--- config.mk ---
export PLATFORM = sky130hd
export DESIGN_NAME = ram8
export DESIGN_NICKNAME = d
export VERILOG_FILES = /design/src/rtl/hack_pkg.sv /design/src/rtl/ram8_mux8way16.sv /design/src/rtl/ram8_register16.sv /design/src/rtl/ram8.sv
export SDC_FILE = /design/constraint.sdc
export NUM_CORES = 1
export LEC_CHECK = 0
export BUFFER_PORTS_ARGS = -buffer_cell sky130_fd_sc_hd__buf_2
export CAP_MARGIN = 20
export CELL_PAD_IN_SITES_DETAIL_PLACEMENT = 1
export CELL_PAD_IN_SITES_GLOBAL_PLACEMENT = 1
export CORE_ASPECT_RATIO = 2
export CORE_MARGIN = 2
export CORE_UTILIZATION = 50
export DETAILED_ROUTE_END_ITERATION = 12
export PLACE_DENSITY_LB_ADDON = 0.2
export SLEW_MARGIN = 20
export SYNTH_ARGS = -nofsm -noshare
export SYNTH_HDL_FRONTEND = slang
export SYNTH_SLANG_ARGS = --single-unit
export TNS_END_PERCENT = 30
--- constraint.sdc ---
create_clock -name clk -period 2.34 [get_ports clk]
set_clock_uncertainty 0.1 [all_clocks]
set_input_delay 0.117 -clock clk [delete_from_list [all_inputs] [get_ports clk]]
set_output_delay 0.117 -clock clk [all_outputs]
set_load 0.02 [all_outputs]
--- src/rtl/hack_pkg.sv ---
// Shared word-level types and sizes for the Hack memory tiers.
package hack_pkg;
    localparam int WORD_W      = 16;
    localparam int RAM8_DEPTH  = 8;
    localparam int RAM8_ADDR_W = 3;

    typedef logic [WORD_W-1:0] word_t;

    function automatic logic [RAM8_DEPTH-1:0] onehot8(input logic [RAM8_ADDR_W-1:0] sel);
        return RAM8_DEPTH'(1) << sel;
    endfunction
endpackage

--- src/rtl/ram8_mux8way16.sv ---
// 8-way WIDTH-bit selector; the read path of ram8.
module mux8way16 #(
    parameter int WIDTH = hack_pkg::WORD_W
) (
    input  logic [7:0][WIDTH-1:0] in,
    input  logic [2:0]            sel,
    output logic [WIDTH-1:0]      out
);
    assign out = in[sel];
endmodule

--- src/rtl/ram8_register16.sv ---
// One WIDTH-bit load register with synchronous active-high clear.
module register16 #(
    parameter int WIDTH = hack_pkg::WORD_W
) (
    input  logic             clk,
    input  logic             reset,
    input  logic [WIDTH-1:0] in,
    input  logic             load,
    output logic [WIDTH-1:0] out
);
    logic [WIDTH-1:0] data_q;
    logic [WIDTH-1:0] data_d;

    always_comb begin
        data_d = data_q;
        if (load) begin
            data_d = in;
        end
    end

    // Clear wins over load so a write in a reset cycle is discarded.
    always_ff @(posedge clk) begin
        if (reset) begin
            data_q <= '0;
        end else begin
            data_q <= data_d;
        end
    end

    assign out = data_q;
endmodule

--- src/rtl/ram8.sv ---
// Eight-word RAM: one-hot write decode into register16 cells, mux8way16 read.
module ram8
    import hack_pkg::*;
#(
    parameter int WIDTH = WORD_W,
    parameter int DEPTH = RAM8_DEPTH
) (
    input  logic                   clk,
    input  logic                   reset,
    input  logic [WIDTH-1:0]       in,
    input  logic                   load,
    input  logic [RAM8_ADDR_W-1:0] address,
    output logic [WIDTH-1:0]       out
);
    logic [DEPTH-1:0]            load_strobe;
    logic [DEPTH-1:0][WIDTH-1:0] words;

    // No strobe at all when load is low, exactly one otherwise.
    assign load_strobe = load ? onehot8(address) : '0;

    for (genvar k = 0; k < DEPTH; k++) begin : g_word
        register16 #(.WIDTH(WIDTH)) u_reg (
            .clk   (clk),
            .reset (reset),
            .in    (in),
            .load  (load_strobe[k]),
            .out   (words[k])
        );
    end

    mux8way16 #(.WIDTH(WIDTH)) u_mux (
        .in  (words),
        .sel (address),
        .out (out)
    );
endmodule
# After elaboration in Yosys (flattened, before gate mapping)
# Index checks and enable logic that the tools add are counted.
dict set report totals {
  out_inout_bits 16
  word_cells 13
  ff_bits 128
  in_bits 22
}
dict set report op_classes {
  shift 1
  n_lt_le_gt_ge 1
  muxes 3
}
# operator count
set op_table {}
lappend op_table {{$bmux W16 S3} 1}
lappend op_table {{$mux W16} 1}
lappend op_table {{$mux W8} 1}
lappend op_table {{$shl A1 B3 Y8 const A} 1}
lappend op_table {{$lt A3 B4 Y1 const B} 1}

# Depth between registers and ports, before layout
# Gate-level depths: netlist of run 1.
dict set report logic_depth {
  word_depth 2
  mapped_depth 7
  mapped_depth_nobuf 3
}

# By module
# Synthesis of run 1 repeated with hierarchy kept, for this count alone.
dict set report hier_totals {
  hier_cells 481
  hier_area_um2 5810.6
}
# mod cells_per_inst seq_area_each_um2 area_each_um2 instances
set modules_own_cells {}
lappend modules_own_cells {register16 52 320.3 580.6 8}
lappend modules_own_cells {mux8way16 57 0.0 1071.0 1}
lappend modules_own_cells {ram8 8 0.0 95.1 1}

# Least setup slack after synthesis of run 1
# Ideal clock, no wire load.
dict set report synth_path {
  kind {input to output}
  from {input address[0]}
  to {output out[10]}
  slack_ns 0.786
  t_arrival_ns 1.337
  path_buffers 3
  required_ns 2.123
  stages 5
  cell_sequence {buf_6 > buf_12 > buf_12 > mux4_1 > mux2_2}
}
dict set report synth_between {
  elab_chain_len 2
}
# element line
set synth_rtl {}
lappend synth_rtl {{start, declared} ram8.sv:12} ;# input logic [RAM8_ADDR_W-1:0] address,
lappend synth_rtl {{$bmux W16 S3} ram8_mux8way16.sv:9} ;# assign out = in[sel];
lappend synth_rtl {{$mux W16 (not written as such)} ram8_mux8way16.sv:9}
lappend synth_rtl {{end, declared} ram8.sv:13} ;# output logic [WIDTH-1:0] out
# Every way passes these cells. The select of a mux whose other input is x is not followed.

# Worst setup path in the final report of run 1
dict set report layout_path {
  from {input address[2]}
  to {output out[13]}
}
# Same word-level chain as after synthesis.

==> out/summary.json, run 1 <==
{
  "synth-seq-cells": 128,
  "powerDensity_nw_per_um2": 836.6,
  "largest_register_ffs": 128,
  "finalCoreUtilization": 0.6036,
  "area_growth_syn_to_layout_pct": 18.58,
  "max_freq_mhz": 503.7,
  "hold_path_class": "primary input to flip-flop",
  "max_cap_viol_count": 0,
  "timing.rr.start": "g_word[0].u_reg.out[10]$_SDFFE_PP0P_",
  "yosys.area.top_type": "sky130_fd_sc_hd__dfxtp_1",
  "crit_type": "primary input to output port",
  "antenna_cells_inserted": 0,
  "grt_setup_unrepaired": "false",
  "cts_inserted_buffers": 17,
  "die_h_um": 155.1,
  "yosys.area_share.xor_xnor": 0,
  "critical_path.endpoint_type": "output port",
  "switching_power_mw": 1.295,
  "p_leak_nw": 2.527,
  "finalInstanceArea_sq_um": 6770,
  "synth_compound_area_frac": 0.1122,
  "worstPathArrival_ns": 1.77,
  "timing.max_slew.rel_slack": 0.5442,
  "htree_levels": 4,
  "cp_slowest_stage_delay_ns": 0.53,
  "first_pass_iters": 4,
  "die_area_sq_um": 12340,
  "clock_path_buffers": 2,
  "routedWlPerCell_um": 23.15,
  "fin_tns_setup_ns": 0,
  "via_count_of_the_first_global_routing_pass": 5436,
  "final_min_period_over_clock_period": 0.8483,
  "rows": 55,
  "grt_max_degree": 129,
  "min_clock_period_post_route_ns": 1.985,
  "drive_gt1_frac": 0.1942,
  "crit_path_start_kind": "primary input",
  "yosys_warnings": 0,
  "syn-instance-count": 647,
  "share_comb_of_total_power": 0.070,
  "seq_area_frac_synth": 0.4488,
  "initialDrtViolationCount": 303,
  "clk_transition_reported_paths_ns": 0.06,
  "worst_r2r_endpoint": "g_word[0].u_reg.out[10]$_SDFFE_PP0P_",
  "clk_latency_ns": 0.41,
  "crit_path_end": "out[13]",
  "tritoncts_clock_tree": "yes",
  "post_synth_num_cell_types": 21,
  "drtAntennaViolNets": 0,
  "core-area_sq_um": 11220,
  "power.ir.vdd_worst_v": 0.0005993,
  "timing.critical_path.fanout_max": 29,
  "initial_core_util": 0.5090,
  "place_ws_ns": 0.3849,
  "yosys.area_share.adder": 0,
  "main_area_contributors_after_synthesis": "sky130_fd_sc_hd__dfxtp_1 45%, sky130_fd_sc_hd__nand2_1 17%, sky130_fd_sc_hd__a21oi_1 11%, sky130_fd_sc_hd__mux4_1 7.8%, sky130_fd_sc_hd__mux4_2 5.9%",
  "synth_area_sq_um": 5709,
  "final_critical_path_setup_slack_ns": 0.3549,
  "power.share.sequential": 0.398,
  "number_of_sinks_handled_by_clock_tree_synthesis": 128,
  "cpMostUsedCell": "sky130_fd_sc_hd__buf_2",
  "via_count": 5019,
  "vias_per_cell": 6.032,
  "reg2reg_depth": 2,
  "postRouteWirelength_um": 19260,
  "power.internal_mw": 4.369,
  "final_net_count": 700,
  "globalRouteTotalUtil": 0.3268,
  "report.final.setup_viol": 0,
  "final-hold-violation-count": 0,
  "critical_path.startpoint": "address[2]",
  "slew_violations": 0,
  "global_route_wire_length_before_repair_um": 29820,
  "crit_slowest_cell": "sky130_fd_sc_hd__buf_2",
  "cp_cell_sequence": "buf_2, buf_4, mux4_2, mux2_2, buf_2",
  "drc": 0,
  "sw_frac_of_total": 0.2286,
  "grt-ovfl-total": 0,
  "outcome": "complete, no violations",
  "detailedPlacementHpwl_um": 11920,
  "r2r_slack_ns": 1.51,
  "critPathRequiredTime_ns": 2.12,
  "post_synth_and_or_nand_nor_area_fraction": 0.1988,
  "antenna_violations_before_repair": 0,
  "yosys-mux-area-fraction": 0.1690,
  "syn-num-nets": 669,
  "syn_avg_cell_area_sq_um": 8.824,
  "clock-root-buffer": "sky130_fd_sc_hd__clkbuf_16",
  "clock_power_share": 0.532,
  "placed_area_sq_um": 5946,
  "worst-slew-pin-transition_ns": 0.6837,
  "boundaryPins": 38,
  "place.port_buffers": 37,
  "post-cts-setup-buffer-count": 0,
  "synth_top_cell_area_share": 0.4488,
  "dominant_combinational_cell_family_by_area_after_synthesis": "simple AND/OR/NAND/NOR gates",
  "die_width_um": 79.56,
  "gpl.final_weighted_congestion": 0.8073
}
[synth_stat cells, drive strengths merged]
cell / n
nand4b: 3
mux4: 32
and4bb: 2
and4b: 3
mux2: 16
nand4: 1
or4bb: 1
a21oi: 128
or4b: 1
nand2: 256
and4: 1
buf: 40
dfxtp: 128
clkbuf: 31
nor4b: 1
nand4bb: 2
nor4bb: 1
[kinds of logic after synthesis]
group	count (synthesis)
AO/OA/AOI/OAI	128
buffers and inverters	71
multiplexers	48
AND/OR/NAND/NOR	272
flip-flops	128
[per-layer routing]
metal / GRT usage / vias to the layer above / routed length, um
li1: - / 2248 / -
met1: 0.3396 / 2524 / 6770
met2: 0.5990 / 174 / 10630
met3: 0.05742 / 73 / 912
met4: 0.1831 / 0 / 943
met5: 0 / - / 0
[layout make-up]
| cell class | instances | area (sq um) |
|---|---|---|
| multi-input combinational | 448 | 2755 |
| clock buffer | 17 | 425.4 |
| sequential | 128 | 2562 |
| fill | 1275 | 4447 |
| tap | 142 | 177.7 |
| clock inverter | 14 | 239.0 |
| timing repair buffer | 83 | 610.6 |
[stage by stage]
step / hold WS (ns) / power (mW) / std cells
4_1_cts: 0.1803 / 5.677 / 832
2_1_floorplan: 0.3022 / 2.555 / 647
3_3_place_gp: 0.3313 / 2.649 / 785
5_1_grt: 0.2181 / 5.805 / 832
6_report: 0.1309 / 5.664 / 832
3_5_place_dp: 0.3401 / 2.664 / 785
[layout by cell type, fill, tap and decap left out, drive strengths merged]
master       netlist  final
nand2            256    256
a21oi            128    128
dfxtp            128    128
buf               40     67
mux4              32     32
clkbuf            31     17
mux2              16     16
dlygate4sd3        0     16
bufinv             0      6
clkinv             0      4
and4b              3      3
nand4b             3      3
clkinvlp           0      3
and4bb             2      2
nand4bb            2      2
nor4b              1      1
or4b               1      1
nor4bb             1      1
or4bb              1      1
and4               1      1
nand4              1      1
inv                0      1
[what timing repair did]
item / in CTS / in global routing
hold buffers: 16 / 0
gates resized for setup: 0 / 0
hold endpoints to repair: 127 / 0
endpoints found under the setup margin: 0 / 0
[critical path, delay by kind of cell]
kind     cells  cell delay (ns)
buf+inv      3             0.98
mux          2             0.65
[worst min-delay path by stage]
stage	slack, ns	start	depth (start not counted)	end
6_report	0.13	reset	3	g_word[6].u_reg.out[14]$_SDFFE_PP0P_
2_1_floorplan	0.30	in[10]	3	g_word[0].u_reg.out[10]$_SDFFE_PP0P_
3_3_place_gp	0.33	in[14]	3	g_word[6].u_reg.out[14]$_SDFFE_PP0P_
3_5_place_dp	0.34	in[14]	3	g_word[5].u_reg.out[14]$_SDFFE_PP0P_
4_1_cts	0.18	reset	3	g_word[6].u_reg.out[14]$_SDFFE_PP0P_
5_1_grt	0.22	reset	3	g_word[5].u_reg.out[14]$_SDFFE_PP0P_
[power groups by stage]
| stage | clock [mW] | combinational, mW | sequential, mW |
|---|---|---|---|
| after global placement | 0 | 0.353 | 2.30 |
| after global routing | 3.13 | 0.421 | 2.26 |
| final | 3.02 | 0.395 | 2.25 |
| after CTS | 3.03 | 0.392 | 2.25 |
| after detailed placement | 0 | 0.364 | 2.30 |
| after floorplan | 0 | 0.267 | 2.29 |
(Power assumes the default switching activity.)
==> run 2: changes to the inputs <==
- CORE_UTILIZATION: 50 -> 42
- clock period: 2.34 -> 1.8 ns (I/O delays scaled with it)
==> run 2 against run 1 <==
  * The flow now finishes with violations (setup timing)
  * Critical path type is now flip-flop to output port
  * Critical path depth fell by 2
  * Register-to-register slack got worse by 0.47 ns
  * First-iteration DRC count fell by 6.6%
  * Setup slack got worse by 0.40 ns
  * Via count fell by 1.0%
  * Flip-flop and latch count did not move
  * Final cell count rose by 3.2%
  * Global-route usage fell by 5.2 points
  * Worst hold slack improved by 0.038 ns
  * Highest routed layer unchanged
  * Sequential share of layout area fell by 0.71 points
  * Cell area rose by 3.1%
  * Combinational power rose by 44%
==> out/summary.json, run 2 (same netlist as run 1, synthesis figures left out) <==
{
  "clock_path_buffers": 2,
  "antenna_violations_before_repair": 0,
  "via_count_of_the_first_global_routing_pass": 5308,
  "use_met3": 0.05412,
  "final_min_period_over_clock_period": 1.026,
  "powerDensity_nw_per_um2": 997.3,
  "grt-ovfl-total": 0,
  "cts_inserted_buffers": 17,
  "globalRouteTotalUtil": 0.2749,
  "final.hold.worst_slack_ns": 0.1692,
  "crit_path_start_kind": "flip-flop",
  "routedWlPerCell_um": 22.34,
  "rows": 60,
  "die_area_sq_um": 14600,
  "die_h_um": 168.9,
  "max_freq_mhz": 541.7,
  "power.ir.vdd_worst_v": 0.0007125,
  "initial_core_util": 0.4272,
  "placed_cells_incl_taps": 810,
  "largest_register_ffs": 128,
  "die_width_um": 86.44,
  "clk_transition_reported_paths_ns": 0.06,
  "drtAntennaViolNets": 0,
  "final_common_cell": "sky130_fd_sc_hd__nand2_1",
  "postRouteWirelength_um": 19190,
  "critPathRequiredTime_ns": 1.61,
  "initialDrtViolationCount": 283,
  "grt_setup_unrepaired": "true",
  "num-fill-cells": 1568,
  "antenna_cells_inserted": 0,
  "boundaryPins": 38,
  "area_growth_syn_to_layout_pct": 22.27,
  "clock-root-buffer": "sky130_fd_sc_hd__clkbuf_16",
  "global_route_wire_length_before_repair_um": 29750,
  "place.port_buffers": 37,
  "first_pass_iters": 5,
  "final-hold-violation-count": 0,
  "final_critical_path_setup_slack_ns": -0.04603,
  "tritoncts_clock_tree": "yes",
  "crit_type": "flip-flop to output port",
  "drive_gt1_frac": 0.2656,
  "vias_per_cell": 5.782,
  "worst-slew-pin-transition_ns": 0.4092,
  "clk_latency_ns": 0.41,
  "p_leak_nw": 2.509,
  "worstPathArrival_ns": 1.66,
  "core-area_sq_um": 13360,
  "critical_path.endpoint_type": "output port",
  "timing.max_slew.rel_slack": 0.7272,
  "grt_use_met2": 0.5040,
  "layout_common_cells": "256 x sky130_fd_sc_hd__nand2_1, 128 x sky130_fd_sc_hd__a21oi_1, 104 x sky130_fd_sc_hd__dfxtp_1, 35 x sky130_fd_sc_hd__buf_4, 32 x sky130_fd_sc_hd__mux4_2",
  "hold_path_class": "primary input to flip-flop",
  "number_of_sinks_handled_by_clock_tree_synthesis": 128,
  "multi_input_comb_area_sq_um": 2744,
  "max_cap_viol_count": 0,
  "globalRoute.busiestLayer": "met2",
  "layout.area.seq_sq_um": 2592,
  "htree_levels": 4,
  "outcome": "complete, but fails checks",
  "slew_violations": 0,
  "failed_checks": "setup timing",
  "cell_count_final_fillers_out": 859,
  "report.final.setup_viol": 16,
  "min_clock_period_post_route_ns": 1.846,
  "via_count": 4967,
  "grt_max_degree": 68,
  "gpl.final_weighted_congestion": 0.7821,
  "globalRouteMet1Util": 0.2969,
  "timing.critical_path.fanout_max": 2,
  "drc": 0,
  "final_net_count": 713,
  "detailedPlacementHpwl_um": 12700,
  "fin_tns_setup_ns": -0.3414
}
## run 2: cell count changes in the layout (fill, tap and decap cells not counted), sizes merged
cell and change:
buf +12, dlygate4sd3 +1, inv +1, clkinv +1, clkbuf +3, bufinv -4
## run 2: critical path, stage by stage (launching register included)
cell	delay (ns)
sky130_fd_sc_hd__dfxtp_2	0.33
sky130_fd_sc_hd__mux4_2	0.47
sky130_fd_sc_hd__mux2_4	0.30
sky130_fd_sc_hd__buf_6	0.13
## run 2: stage by stage
stage / utilization / setup WS [ns] / power (mW) / area, sq um
floorplan: - / 0.2999 / 3.321 / 5709
global placement: 0.4576 / 0.1106 / 3.480 / 6115
detailed placement: 0.4576 / 0.09182 / 3.499 / 6115
CTS: 0.5206 / -0.05758 / 6.995 / 6957
global route: 0.5224 / -0.08310 / 7.164 / 6980
finish: 0.5224 / -0.04603 / 6.962 / 6980
## run 2: metal layers
metal,up-vias,wire length (um)
met1,2505,7200
met2,151,10600
met5,-,0
met4,0,700
li1,2262,-
met3,49,686
## run 2: final cells by class
type | count | area share
sequential | 128 | 0.3714
multi-input combinational | 448 | 0.3931
clock inverter | 12 | 0.01900
timing repair buffer | 96 | 0.1233
clock buffer | 20 | 0.06542
tap | 155 | 0.02778
## run 2: repair_timing
action                                 CTS  global route
endpoints found under the hold margin  128             0
setup endpoints to repair               16            16
setup buffers                            0             0
gates resized for setup                 66            17
gates cloned                             0             0
hold buffers                            17             0
## run 2: where the power goes
part / switching, mW / internal, mW / total [mW] / leakage (nW)
registers: 0.0368 / 2.90 / 2.93 / 1.05
clock network: 1.34 / 2.12 / 3.46 / 0.283
logic: 0.328 / 0.239 / 0.568 / 1.18
total: 1.71 / 5.25 / 6.96 / 2.51
## run 2: path summary, 6_finish.rpt
path / start / end / slack [ns] / cells past startpoint
worst max register to register: g_word[5].u_reg.out[14]$_SDFFE_PP0P_ / g_word[5].u_reg.out[14]$_SDFFE_PP0P_ / 1.04 / 2
worst max-delay path: g_word[5].u_reg.out[13]$_SDFFE_PP0P_ / out[13] / -0.05 / 3
worst min register to register: g_word[0].u_reg.out[7]$_SDFFE_PP0P_ / g_word[0].u_reg.out[7]$_SDFFE_PP0P_ / 0.36 / 2
worst min-delay path: address[1] / g_word[1].u_reg.out[9]$_SDFFE_PP0P_ / 0.17 / 5
